[config.mk]
export PLATFORM = sky130hd
export DESIGN_NAME = lzc_stream_flat
export DESIGN_NICKNAME = d
export VERILOG_FILES = /design/src/rtl/lzc_stream_pkg.sv /design/src/rtl/lzc_stream_if.sv /design/src/rtl/lzc_stream_word.sv /design/src/rtl/lzc_stream.sv /design/src/flat_wrapper.sv
export SDC_FILE = /design/constraint.sdc
export NUM_CORES = 1
export LEC_CHECK = 0
export BUFFER_PORTS_ARGS = -buffer_cell sky130_fd_sc_hd__buf_4
export CAP_MARGIN = 20
export CORE_MARGIN = 2
export CORE_UTILIZATION = 30
export DETAILED_ROUTE_END_ITERATION = 7
export PLACE_DENSITY = 0.6
export SETUP_SLACK_MARGIN = 0.5
export SYNTH_ARGS = -nofsm -noshare
export SYNTH_HDL_FRONTEND = slang
export SYNTH_HIERARCHICAL = 1
export SYNTH_SLANG_ARGS = --single-unit
[constraint.sdc]
create_clock -name clk -period 4.7 [get_ports clk]
set_clock_uncertainty 0.2 [all_clocks]
set_input_delay 1.175 -clock clk [delete_from_list [all_inputs] [get_ports clk]]
set_output_delay 1.175 -clock clk [all_outputs]
set_load 0.05 [all_outputs]
[src/rtl/lzc_stream_pkg.sv]
// ============================================================================
//  Module      : lzc_pkg
//  Description : Shared types and width helpers for the streaming LZC.
//  Revision    : 1.0 - initial release
// ============================================================================
`default_nettype none

package lzc_pkg;

    typedef enum logic [0:0] {
        ACC   = 1'b0,
        DRAIN = 1'b1
    } fsm_t;

    // Result width: must hold 0..width*words inclusive.
    function automatic int cnt_w(input int width, input int words);
        return $clog2(width * words) + 1;
    endfunction

    // Per-word count width: must hold 0..width inclusive.
    function automatic int lead_cnt_w(input int width);
        return $clog2(width) + 1;
    endfunction

endpackage

`default_nettype wire

[src/rtl/lzc_stream_if.sv]
// ============================================================================
//  Module      : lzc_stream_if
//  Description : Word-in / result-out handshake bundle for lzc_stream.
//  Revision    : 1.0 - initial release
// ============================================================================
`default_nettype none

interface lzc_stream_if
    import lzc_pkg::*;
#(
    parameter int WIDTH = 8,
    parameter int WORDS = 4,
    parameter int CNT_W = cnt_w(WIDTH, WORDS)
);
    logic [WIDTH-1:0] i_data;
    logic             i_valid;
    logic             i_last;
    logic             i_mode;
    logic             i_ready;
    logic [CNT_W-1:0] o_count;
    logic             o_all;
    logic             o_valid;
    logic             o_ready;

    modport slave (
        input  i_data, i_valid, i_last, i_mode, o_ready,
        output i_ready, o_count, o_all, o_valid
    );

    modport master (
        output i_data, i_valid, i_last, i_mode, o_ready,
        input  i_ready, o_count, o_all, o_valid
    );
endinterface

`default_nettype wire

[src/rtl/lzc_stream_word.sv]
// ============================================================================
//  Module      : lzc_word
//  Description : Combinational leading-zero count of one WIDTH-bit word using
//                a binary priority tree; returns WIDTH for an all-zero word.
//  Revision    : 1.0 - initial release
// ============================================================================
`default_nettype none

module lzc_word
    import lzc_pkg::*;
#(
    parameter int WIDTH = 8
) (
    input  wire logic [WIDTH-1:0]             i_data,
    output logic      [lead_cnt_w(WIDTH)-1:0] o_count
);
    localparam int L = $clog2(WIDTH);
    localparam int P = 1 << L;
    localparam logic [L:0] C_ALL = (L + 1)'(P);

    // Heap-indexed tree: node k has children 2k (more significant) and 2k+1.
    logic         w_v [1:2*P-1];
    logic [L-1:0] w_c [1:2*P-1];

    for (genvar i = 0; i < P; i++) begin : g_leaf
        // Padding leaves read as '1' so a short word stops counting at WIDTH.
        if (i < WIDTH) begin : g_real
            assign w_v[P+i] = i_data[WIDTH-1-i];
        end else begin : g_pad
            assign w_v[P+i] = 1'b1;
        end
        assign w_c[P+i] = '0;
    end

    for (genvar k = 1; k < P; k++) begin : g_node
        localparam int         HT     = L - ($clog2(k + 1) - 1);
        localparam logic [L-1:0] C_HALF = L'(1 << (HT - 1));
        assign w_v[k] = w_v[2*k] | w_v[2*k+1];
        assign w_c[k] = w_v[2*k] ? w_c[2*k] : (C_HALF + w_c[2*k+1]);
    end

    assign o_count = w_v[1] ? {1'b0, w_c[1]} : C_ALL;

endmodule

`default_nettype wire

[src/rtl/lzc_stream.sv]
// ============================================================================
//  Module      : lzc_stream
//  Description : Streaming leading-zero/one counter over multi-word frames.
//                Define LZC_EARLY_OUT_EN to emit the result on the first word
//                holding a terminating bit and discard the rest of the frame.
//  Revision    : 1.0 - initial release
// ============================================================================
`default_nettype none

module lzc_stream
    import lzc_pkg::*;
#(
    parameter int WIDTH = 8,
    parameter int WORDS = 4
) (
    input  wire logic   clk,
    input  wire logic   rst,
    lzc_stream_if.slave bus
);
    localparam int CNT_W = cnt_w(WIDTH, WORDS);
    localparam int LW    = lead_cnt_w(WIDTH);
    localparam int WC_W  = (WORDS > 1) ? $clog2(WORDS) : 1;

    localparam logic [WC_W-1:0] C_LAST_WORD = WC_W'(WORDS - 1);
    localparam logic [LW-1:0]   C_FULL      = LW'(WIDTH);

    fsm_t             r_state;
    fsm_t             w_state_next;
    logic [CNT_W-1:0] r_acc;
    logic [CNT_W-1:0] w_acc_next;
    logic [CNT_W-1:0] r_out_count;
    logic [WC_W-1:0]  r_words;
    logic             r_found;
    logic             w_found_next;
    logic             r_mode;
    logic             w_mode;
    logic             r_out_valid;
    logic             r_out_all;
    logic [WIDTH-1:0] w_word;
    logic [LW-1:0]    w_lead;
    logic             w_ready;
    logic             w_accept;
    logic             w_end;
    logic             w_load;
    logic             w_clear;
    logic             w_frame_done;

    assign w_ready  = !rst && !(r_out_valid && !bus.o_ready);
    assign w_accept = bus.i_valid && w_ready;
    assign w_end    = bus.i_last || (r_words == C_LAST_WORD);

    // Polarity is fixed by the first word; later i_mode values are ignored.
    assign w_mode = (r_words == '0) ? bus.i_mode : r_mode;
    assign w_word = bus.i_data ^ {WIDTH{w_mode}};

    lzc_word #(
        .WIDTH (WIDTH)
    ) u_word (
        .i_data  (w_word),
        .o_count (w_lead)
    );

    assign w_acc_next   = r_found ? r_acc : (r_acc + CNT_W'(w_lead));
    assign w_found_next = r_found || (w_lead != C_FULL);

    always_ff @(posedge clk) begin
        if (rst) begin
            r_state <= ACC;
        end else begin
            r_state <= w_state_next;
        end
    end

    always_comb begin
        w_state_next = r_state;
`ifdef LZC_EARLY_OUT_EN
        case (r_state)
            ACC:     if (w_accept && w_found_next && !w_end) w_state_next = DRAIN;
            DRAIN:   if (w_accept && w_end)                  w_state_next = ACC;
            default:                                         w_state_next = ACC;
        endcase
`else
        w_state_next = ACC;
`endif
    end

    always_comb begin
        w_load       = 1'b0;
        w_clear      = 1'b0;
        w_frame_done = 1'b0;
        case (r_state)
            ACC: begin
                w_frame_done = w_accept && w_end;
`ifdef LZC_EARLY_OUT_EN
                w_load       = w_accept && (w_end || w_found_next);
`else
                w_load       = w_accept && w_end;
`endif
                w_clear      = w_load;
            end
            DRAIN: begin
                w_frame_done = w_accept && w_end;
            end
            default: begin
                w_frame_done = 1'b0;
            end
        endcase
    end

    always_ff @(posedge clk) begin
        if (rst) begin
            r_acc       <= '0;
            r_found     <= 1'b0;
            r_words     <= '0;
            r_mode      <= 1'b0;
            r_out_valid <= 1'b0;
            r_out_count <= '0;
            r_out_all   <= 1'b0;
        end else begin
            if (w_accept) begin
                if (r_words == '0) begin
                    r_mode <= bus.i_mode;
                end
                r_words <= w_frame_done ? '0 : (r_words + 1'b1);
                if (w_clear) begin
                    r_acc   <= '0;
                    r_found <= 1'b0;
                end else if (r_state == ACC) begin
                    r_acc   <= w_acc_next;
                    r_found <= w_found_next;
                end
            end
            // A load can coincide with the consumer draining the previous result.
            if (w_load) begin
                r_out_valid <= 1'b1;
                r_out_count <= w_acc_next;
                r_out_all   <= !w_found_next;
            end else if (bus.o_ready) begin
                r_out_valid <= 1'b0;
            end
        end
    end

    assign bus.i_ready = w_ready;
    assign bus.o_valid = r_out_valid && !rst;
    assign bus.o_count = rst ? '0 : r_out_count;
    assign bus.o_all   = r_out_all && !rst;

endmodule

`default_nettype wire

[src/flat_wrapper.sv]
// flat-port wrapper written by rule: the top's interface ports become plain ports
module lzc_stream_flat import lzc_pkg::*;
#(
    parameter int WIDTH = 8,
    parameter int WORDS = 4
)
  (clk, rst, bus_i_data, bus_i_valid, bus_i_last, bus_i_mode, bus_o_ready, bus_i_ready, bus_o_count, bus_o_all, bus_o_valid);
  lzc_stream_if #(.WIDTH(WIDTH), .WORDS(WORDS), .CNT_W((6))) bus_i ();
  input  wire logic clk;
  input  wire logic rst;
  input wire logic [$bits(bus_i.i_data)-1:0] bus_i_data;
  input wire logic [$bits(bus_i.i_valid)-1:0] bus_i_valid;
  input wire logic [$bits(bus_i.i_last)-1:0] bus_i_last;
  input wire logic [$bits(bus_i.i_mode)-1:0] bus_i_mode;
  input wire logic [$bits(bus_i.o_ready)-1:0] bus_o_ready;
  output wire logic [$bits(bus_i.i_ready)-1:0] bus_i_ready;
  output wire logic [$bits(bus_i.o_count)-1:0] bus_o_count;
  output wire logic [$bits(bus_i.o_all)-1:0] bus_o_all;
  output wire logic [$bits(bus_i.o_valid)-1:0] bus_o_valid;
  assign bus_i.i_data = bus_i_data;
  assign bus_i.i_valid = bus_i_valid;
  assign bus_i.i_last = bus_i_last;
  assign bus_i.i_mode = bus_i_mode;
  assign bus_i.o_ready = bus_o_ready;
  assign bus_i_ready = bus_i.i_ready;
  assign bus_o_count = bus_i.o_count;
  assign bus_o_all = bus_i.o_all;
  assign bus_o_valid = bus_i.o_valid;
  lzc_stream #(.WIDTH(WIDTH), .WORDS(WORDS)) u_core (.clk(clk), .rst(rst), .bus(bus_i));
endmodule
==> impl_metrics.env, run 1 <==
export IMPL_status="completed"
export IMPL_cts_resized=0
export IMPL_drc=0
export IMPL_pre_cts_ws_ps=513
export IMPL_crit_type="in2reg"
export IMPL_final_max_slew_viol_count=0
export IMPL_area_growth_pct=21.4
export IMPL_synth_top_family_by_area="simple AND/OR/NAND/NOR gates"
export IMPL_postPlaceCellArea_um2=1410
export IMPL_drt_wl_total_um=2640
export IMPL_synth_compound_area_frac=0.163
export IMPL_vdd_drop_max_mv=0.140
export IMPL_netlist_area_um2=1200
export IMPL_worst_slack_ps=761
export IMPL_synth_cell_type_count=43
export IMPL_cts_tree="built"
export IMPL_min_path_type="reg2reg"
export IMPL_clk_pin_slew_ps=70
export IMPL_die_height_um=67.4
export IMPL_multi_input_area_um2=793
export IMPL_dieArea_um2=4540
export IMPL_synth_most_common_cell="nor2_1"
export IMPL_min_path_cells=2
export IMPL_final_layout_size_suffix_gt1_frac=0.230
export IMPL_cp_max_fo=7
export IMPL_synth_simple_area_share=0.275
export IMPL_cts_max_path_buffers=2
export IMPL_synthMuxAreaShare=0.0540
export IMPL_grt_pass1_vias=985
export IMPL_grt_remaining_overflow=0
export IMPL_yosys_most_used_dff="dfxtp_1"
export IMPL_worstReg2RegEnd="u_core/r_acc[4]$_SDFFE_PP0P_"
export IMPL_tns_ps=0
export IMPL_initial_core_util=0.306
export IMPL_grt_max_degree=28
export IMPL_synthesis_nets=161
export IMPL_dr_wl_met3_um=142
export IMPL_hp_start="u_core/r_out_count[2]$_SDFFE_PP0N_"
export IMPL_post_cts_repair_setup_buffers=0
export IMPL_antenna_found_initial=0
export IMPL_place_congestion=0.865
export IMPL_final_antenna_net_count=0
export IMPL_fmax_mhz=254
export IMPL_netlist_top_cells_count="nor2_1 (20), dfxtp_1 (18), xnor2_1 (11)"
export IMPL_synth_largest_area_cell="dfxtp_1"
export IMPL_hold_path_endpoint="u_core/r_out_count[2]$_SDFFE_PP0N_"
export IMPL_clock_latency_ps=250
export IMPL_synthTopCellsByArea="dfxtp_1 (30%), xnor2_1 (8.0%), ha_1 (6.2%), nor2_1 (6.2%), nor2b_1 (5.2%)"
export IMPL_firstDrtPassIters=5
export IMPL_synth_edff_count=0
export IMPL_synth_seq_area_share=0.299
export IMPL_dp_hpwl_um=2030
export IMPL_cts_buffers=3
export IMPL_r2r_cells=13
export IMPL_diodes=0
export IMPL_wl_met1_um=1240
export IMPL_drt_iter0_drc=48
export IMPL_grt_pass1_wl_um=4450
export IMPL_power_per_cell_area_nw_per_um2=262
export IMPL_max_cap_violations=0
export IMPL_p_leak_uw=0.000558
export IMPL_wl_met2_um=1210
export IMPL_synth_top_area_share=0.299
export IMPL_cts_root_buffer="clkbuf_8"
export IMPL_ios=23
export IMPL_yosysWarnings=6
export IMPL_synth_xor_area_share=0.0872
export IMPL_nets=183
export IMPL_track_usage=0.129
export IMPL_synthAdderAreaFrac=0.0789
export IMPL_vias=1066
export IMPL_portBuffers=22
export IMPL_routed_via_density=5.05
export IMPL_ys_async_sr_fraction=0
export IMPL_synth_seq_cells=18
export IMPL_synth_cells=140
export IMPL_rsz0062_at_grt="false"
export IMPL_highest_layer="met4"
export IMPL_tightest_slew_ps=967
export IMPL_timing_rr_start="u_core/r_words[0]$_SDFFE_PP0P_"
export IMPL_setup_worst_path_start_class="primary input"
export IMPL_nFillCells=402
export IMPL_finalCritPeriodShare=0.838
export IMPL_hold_violations=0
export IMPL_cts_hold_buf=0
export IMPL_min_period_ps=3940
export IMPL_core_um2=3940
export IMPL_timing_reg2reg_setup_slack_ps=1140
export IMPL_seqCellArea_um2=360
export IMPL_worst_setup_path_end_kind="register"
export IMPL_finalInstanceArea_um2=1460
export IMPL_rows=23
export IMPL_die_x_um=67.4
export IMPL_maxSlewHeadroom=0.352
export IMPL_routedWlPerCell_um=12.5
export IMPL_syn_avg_cell_area_um2=8.61
export IMPL_setup_viol=0
export IMPL_cp_data_required_time_ps=4670
export IMPL_cp_data_arrival_time_ps=3910
export IMPL_htree_levels=1
export IMPL_numClockSinks=18
-- layout by cell type (no fill, tap or decap), drive strengths merged, types with 2 or more instances in the layout --
cell type  netlist  layout
buf              3      23
nor2            21      21
dfxtp           18      18
xnor2           11      11
nor2b           10      10
a21oi            7       7
nand2            6       6
a211oi           6       6
ha               6       6
inv              5       5
nor3             5       5
nand2b           5       5
mux2i            5       5
clkbuf           3       4
nand3b           3       3
o2bb2ai          2       2
o21ai            2       2
nand4b           2       2
a22oi            2       2
or2              2       2
-- state kept, by name, summed over array words and instances (netlist names) --
name / count
u_core/r_acc: 6
u_core/r_found: 1
u_core/r_mode: 1
u_core/r_out_all: 1
u_core/r_out_count: 6
u_core/r_out_valid: 1
u_core/r_words: 2
-- cell type report --
class                           count  area share
Multi-Input combinational cell    111       0.542
Sequential cell                    18       0.246
Timing Repair Buffer               23       0.118
Tap cell                           50      0.0428
Clock buffer                        4      0.0376
Inverter                            5      0.0128
-- critical path, stage by stage --
cell	delay, ps
buf_4	110
mux2i_2	490
xnor2_1	290
nor2_1	120
a21oi_2	160
o41ai_2	90
ha_1	230
fa_1	400
a21oi_1	140
o22ai_1	130
or4_1	490
o221ai_1	80
-- metal layers --
layer | vias to the layer above | global-route usage
met3 | 4 | 0.0267
met2 | 33 | 0.199
met5 | - | 0
li1 | 536 | -
met1 | 493 | 0.171
met4 | 0 | 0.0612
-- worst max-delay path by stage --
| stage | slack [ps] | from | cells past startpoint | endpoint |
|---|---|---|---|---|
| 2_1_floorplan | 810 | bus_i_mode | 11 | u_core/r_acc[4]$_SDFFE_PP0P_ |
| 3_3_place_gp | 630 | bus_i_mode | 12 | u_core/r_acc[4]$_SDFFE_PP0P_ |
| 3_5_place_dp | 510 | bus_i_mode | 12 | u_core/r_acc[4]$_SDFFE_PP0P_ |
| 4_1_cts | 780 | bus_i_mode | 12 | u_core/r_acc[4]$_SDFFE_PP0P_ |
| 5_1_grt | 620 | bus_i_mode | 12 | u_core/r_out_count[5]$_SDFFE_PP0N_ |
| 6_report | 760 | bus_i_mode | 12 | u_core/r_acc[4]$_SDFFE_PP0P_ |
-- through the flow --
step / utilization / std cells / power, µW / hold slack (ps)
4_1_cts: 0.371 / 211 / 390 / 292
6_report: 0.371 / 211 / 384 / 297
2_1_floorplan: - / 140 / 238 / 252
5_1_grt: 0.371 / 211 / 407 / 332
3_5_place_dp: 0.357 / 207 / 263 / 275
3_3_place_gp: 0.357 / 207 / 260 / 273
-- logic make-up after synthesis --
group,count (synthesis)
adders and majority gates,7
AOI/OAI and AO/OA,27
muxes,6
xor gates and xnor gates,12
and+or+nand+nor,59
DFF,18
buffers and inverters,11
-- power breakdown --
part	internal [µW]	switching, µW
clock	74.4	50.4
combinational	41.6	52.8
sequential	158	6.12
(Power assumes the default switching activity.)
==> run 2: changes to the inputs <==
--- a/config.mk
+++ b/config.mk
@@ -5,12 +5,13 @@
 export SDC_FILE = /design/constraint.sdc
 export NUM_CORES = 1
 export LEC_CHECK = 0
+export ABC_AREA = 1
 export BUFFER_PORTS_ARGS = -buffer_cell sky130_fd_sc_hd__buf_4
 export CAP_MARGIN = 20
 export CORE_MARGIN = 2
 export CORE_UTILIZATION = 30
 export DETAILED_ROUTE_END_ITERATION = 7
-export PLACE_DENSITY = 0.6
+export PLACE_DENSITY = 0.61
 export SETUP_SLACK_MARGIN = 0.5
 export SYNTH_ARGS = -nofsm -noshare
 export SYNTH_HDL_FRONTEND = slang
==> constraint.sdc (replaced) <==
create_clock -name clk -period 3.4 [get_ports clk]
set_clock_uncertainty 0.2 [all_clocks]
set_input_delay 0.85 -clock clk [delete_from_list [all_inputs] [get_ports clk]]
set_output_delay 0.85 -clock clk [all_outputs]
set_load 0.05 [all_outputs]
==> impl_metrics.env, run 2 <==
export IMPL_status="completed"
export IMPL_synthesis_nets=192
export IMPL_drt_wl_total_um=2620
export IMPL_tightest_slew_ps=535
export IMPL_cts_root_buffer="clkbuf_8"
export IMPL_setup_viol=0
export IMPL_ys_async_sr_fraction=0
export IMPL_p_leak_uw=0.000716
export IMPL_yosysWarnings=6
export IMPL_cts_tree="built"
export IMPL_drt_iter0_drc=22
export IMPL_cts_max_path_buffers=2
export IMPL_grt_pass1_vias=983
export IMPL_synth_most_common_cell="nand2_1"
export IMPL_firstDrtPassIters=4
export IMPL_numClockSinks=18
export IMPL_hold_violations=0
export IMPL_netlist_top_cells_count="nand2_1 (38), inv_1 (26), dfxtp_1 (18), nor2_1 (18), a21oi_1 (17)"
export IMPL_final_layout_size_suffix_gt1_frac=0.360
export IMPL_core_um2=3740
export IMPL_cts_hold_buf=0
export IMPL_dp_hpwl_um=1770
export IMPL_tns_ps=0
export IMPL_vias=1116
export IMPL_portBuffers=22
export IMPL_cp_max_fo=5
export IMPL_reg_largest_list="u_core/r_acc: 6 flops, u_core/r_out_count: 6 flops, u_core/r_words: 2 flops"
export IMPL_synth_edff_count=0
export IMPL_final_max_slew_viol_count=0
export IMPL_setup_worst_path_start_class="primary input"
export IMPL_min_path_type="reg2reg"
export IMPL_htree_levels=1
export IMPL_clk_pin_slew_ps=60
export IMPL_cts_buffers=3
export IMPL_worst_setup_path_end_kind="register"
export IMPL_routed_via_density=4.56
export IMPL_finalCritPeriodShare=0.878
export IMPL_nets=220
export IMPL_grt_pass1_wl_um=4110
export IMPL_synth_seq_cells=18
export IMPL_syn_avg_cell_area_um2=6.95
export IMPL_worstReg2RegEnd="u_core/r_out_count[4]$_SDFFE_PP0N_"
export IMPL_max_cap_violations=0
export IMPL_crit_type="in2reg"
export IMPL_vdd_drop_max_mv=0.260
export IMPL_synthTopCellsByArea="dfxtp_1 (30%), nand2_1 (12%), inv_1 (8.2%), a21oi_1 (7.2%), ha_1 (6.3%)"
export IMPL_final_common_cell="nand2_1"
export IMPL_fmax_mhz=335
export IMPL_place_congestion=0.845
export IMPL_synth_seq_area_share=0.303
export IMPL_synth_top_area_share=0.303
export IMPL_maxSlewHeadroom=0.643
export IMPL_crit_start="bus_i_mode"
export IMPL_final_antenna_net_count=0
export IMPL_netlist_area_um2=1190
export IMPL_die_x_um=66.9
export IMPL_grt_max_degree=22
export IMPL_synth_largest_area_cell="dfxtp_1"
export IMPL_antenna_found_initial=0
export IMPL_timing_rr_start="u_core/r_words[0]$_SDFFE_PP0P_"
export IMPL_final_cell_mix="nand2_1 (34), buf_4 (25), inv_1 (23), nor2_1 (17), dfxtp_1 (16)"
export IMPL_dieArea_um2=4480
export IMPL_clock_latency_ps=240
export IMPL_yosys_most_used_dff="dfxtp_1"
export IMPL_power_per_cell_area_nw_per_um2=320
export IMPL_cp_data_required_time_ps=3340
export IMPL_track_usage=0.118
export IMPL_synth_cells=171
export IMPL_rows=22
export IMPL_crit_end="u_core/r_out_count[4]$_SDFFE_PP0N_"
export IMPL_final_hold_worst_slack_ps=261
export IMPL_diodes=0
export IMPL_routedWlPerCell_um=10.7
export IMPL_grt_remaining_overflow=0
export IMPL_initial_core_util=0.318
export IMPL_min_period_ps=2990
export IMPL_synth_cell_type_count=28
export IMPL_area_growth_pct=38.5
export IMPL_die_height_um=66.9
export IMPL_ios=23
export IMPL_timing_reg2reg_setup_slack_ps=520
export IMPL_r2r_cells=18
export IMPL_cp_data_arrival_time_ps=2930
export IMPL_drc=0
export IMPL_rsz0062_at_grt="true"
[run 2: cell types whose count changed in the layout (fill, tap and decap cells not counted), moves of 5 or more]
cell,previous run,this run
inv_1,5,23
a211oi_1,6,1
nor2b_1,10,0
nand2_1,6,34
a21oi_1,6,12
xnor2_1,11,0
[run 2: cells by family after synthesis]
| kind of cell | Yosys count | synth area share |
|---|---|---|
| AOI/OAI and AO/OA | 33 | 0.162 |
| xor gates and xnor gates | 8 | 0.0589 |
| adders and majority gates | 7 | 0.0800 |
| buffers and inverters | 32 | 0.115 |
| DFF | 18 | 0.303 |
| and+or+nand+nor | 73 | 0.281 |
[run 2: worst min path at each step]
stage          cells after the start                            endpoint                               start
6_report                           1      u_core/r_words[0]$_SDFFE_PP0P_      u_core/r_words[0]$_SDFFE_PP0P_
5_1_grt                            1      u_core/r_words[0]$_SDFFE_PP0P_      u_core/r_words[0]$_SDFFE_PP0P_
4_1_cts                            1      u_core/r_words[0]$_SDFFE_PP0P_      u_core/r_words[0]$_SDFFE_PP0P_
3_5_place_dp                       2  u_core/r_out_count[2]$_SDFFE_PP0N_  u_core/r_out_count[2]$_SDFFE_PP0N_
3_3_place_gp                       2  u_core/r_out_count[2]$_SDFFE_PP0N_  u_core/r_out_count[2]$_SDFFE_PP0N_
2_1_floorplan                      2  u_core/r_out_count[2]$_SDFFE_PP0N_  u_core/r_out_count[2]$_SDFFE_PP0N_
[run 2: worst max-delay path, stage by stage]
cell and delay [ps]:
buf_6 90, nand2_4 50, o21ai_4 70, buf_12 150, xor2_2 150, nor2_2 160, nand3_2 130, nor2_4 130
nor2_2 60, ha_2 180, fa_2 360, a21oi_2 150, o21ai_2 80, nand2_1 70, nand2_2 70, a21oi_2 120
nor2_1 50
[run 2: layout make-up]
| type | count | area (µm²) |
|---|---|---|
| Inverter | 27 | 101 |
| Timing Repair Buffer | 28 | 244 |
| Multi-Input combinational cell | 121 | 835 |
| Sequential cell | 18 | 365 |
| Clock buffer | 3 | 41.3 |
| Fill cell | 394 | 2100 |
| Tap cell | 48 | 60.1 |
[run 2: repair_timing]
| action | CTS | global route |
|---|---|---|
| cloned | 0 | 1 |
| pin swaps | 5 | 4 |
| endpoints found under the setup margin | 8 | 10 |
| buffers inserted | 4 | 1 |
| gates resized for setup | 5 | 25 |
[run 2: power by group]
part           internal, µW  switching, µW
logic                  66.6           92.4
clock network          78.5           64.7
registers               219           6.01
[run 2: layer usage]
| layer | global-route usage | wire length [µm] | part of all wire |
|---|---|---|---|
| met1 | 0.144 | 1190 | 0.45 |
| met2 | 0.206 | 1320 | 0.51 |
| met3 | 0.0304 | 78 | 0.030 |
| met4 | 0.0281 | 26 | 0.0099 |
| met5 | 0 | 0 | 0 |
[run 2: through the flow]
step / util / total power [µW] / setup WS [ps] / cells / cell area (µm²)
after floorplan: - / 318 / 463 / 171 / 1200
after global placement: 0.373 / 349 / 204 / 236 / 1400
after detailed placement: 0.373 / 349 / 206 / 236 / 1400
after CTS: 0.401 / 507 / 480 / 243 / 1500
after global routing: 0.440 / 562 / 296 / 245 / 1650
final: 0.440 / 527 / 414 / 245 / 1650
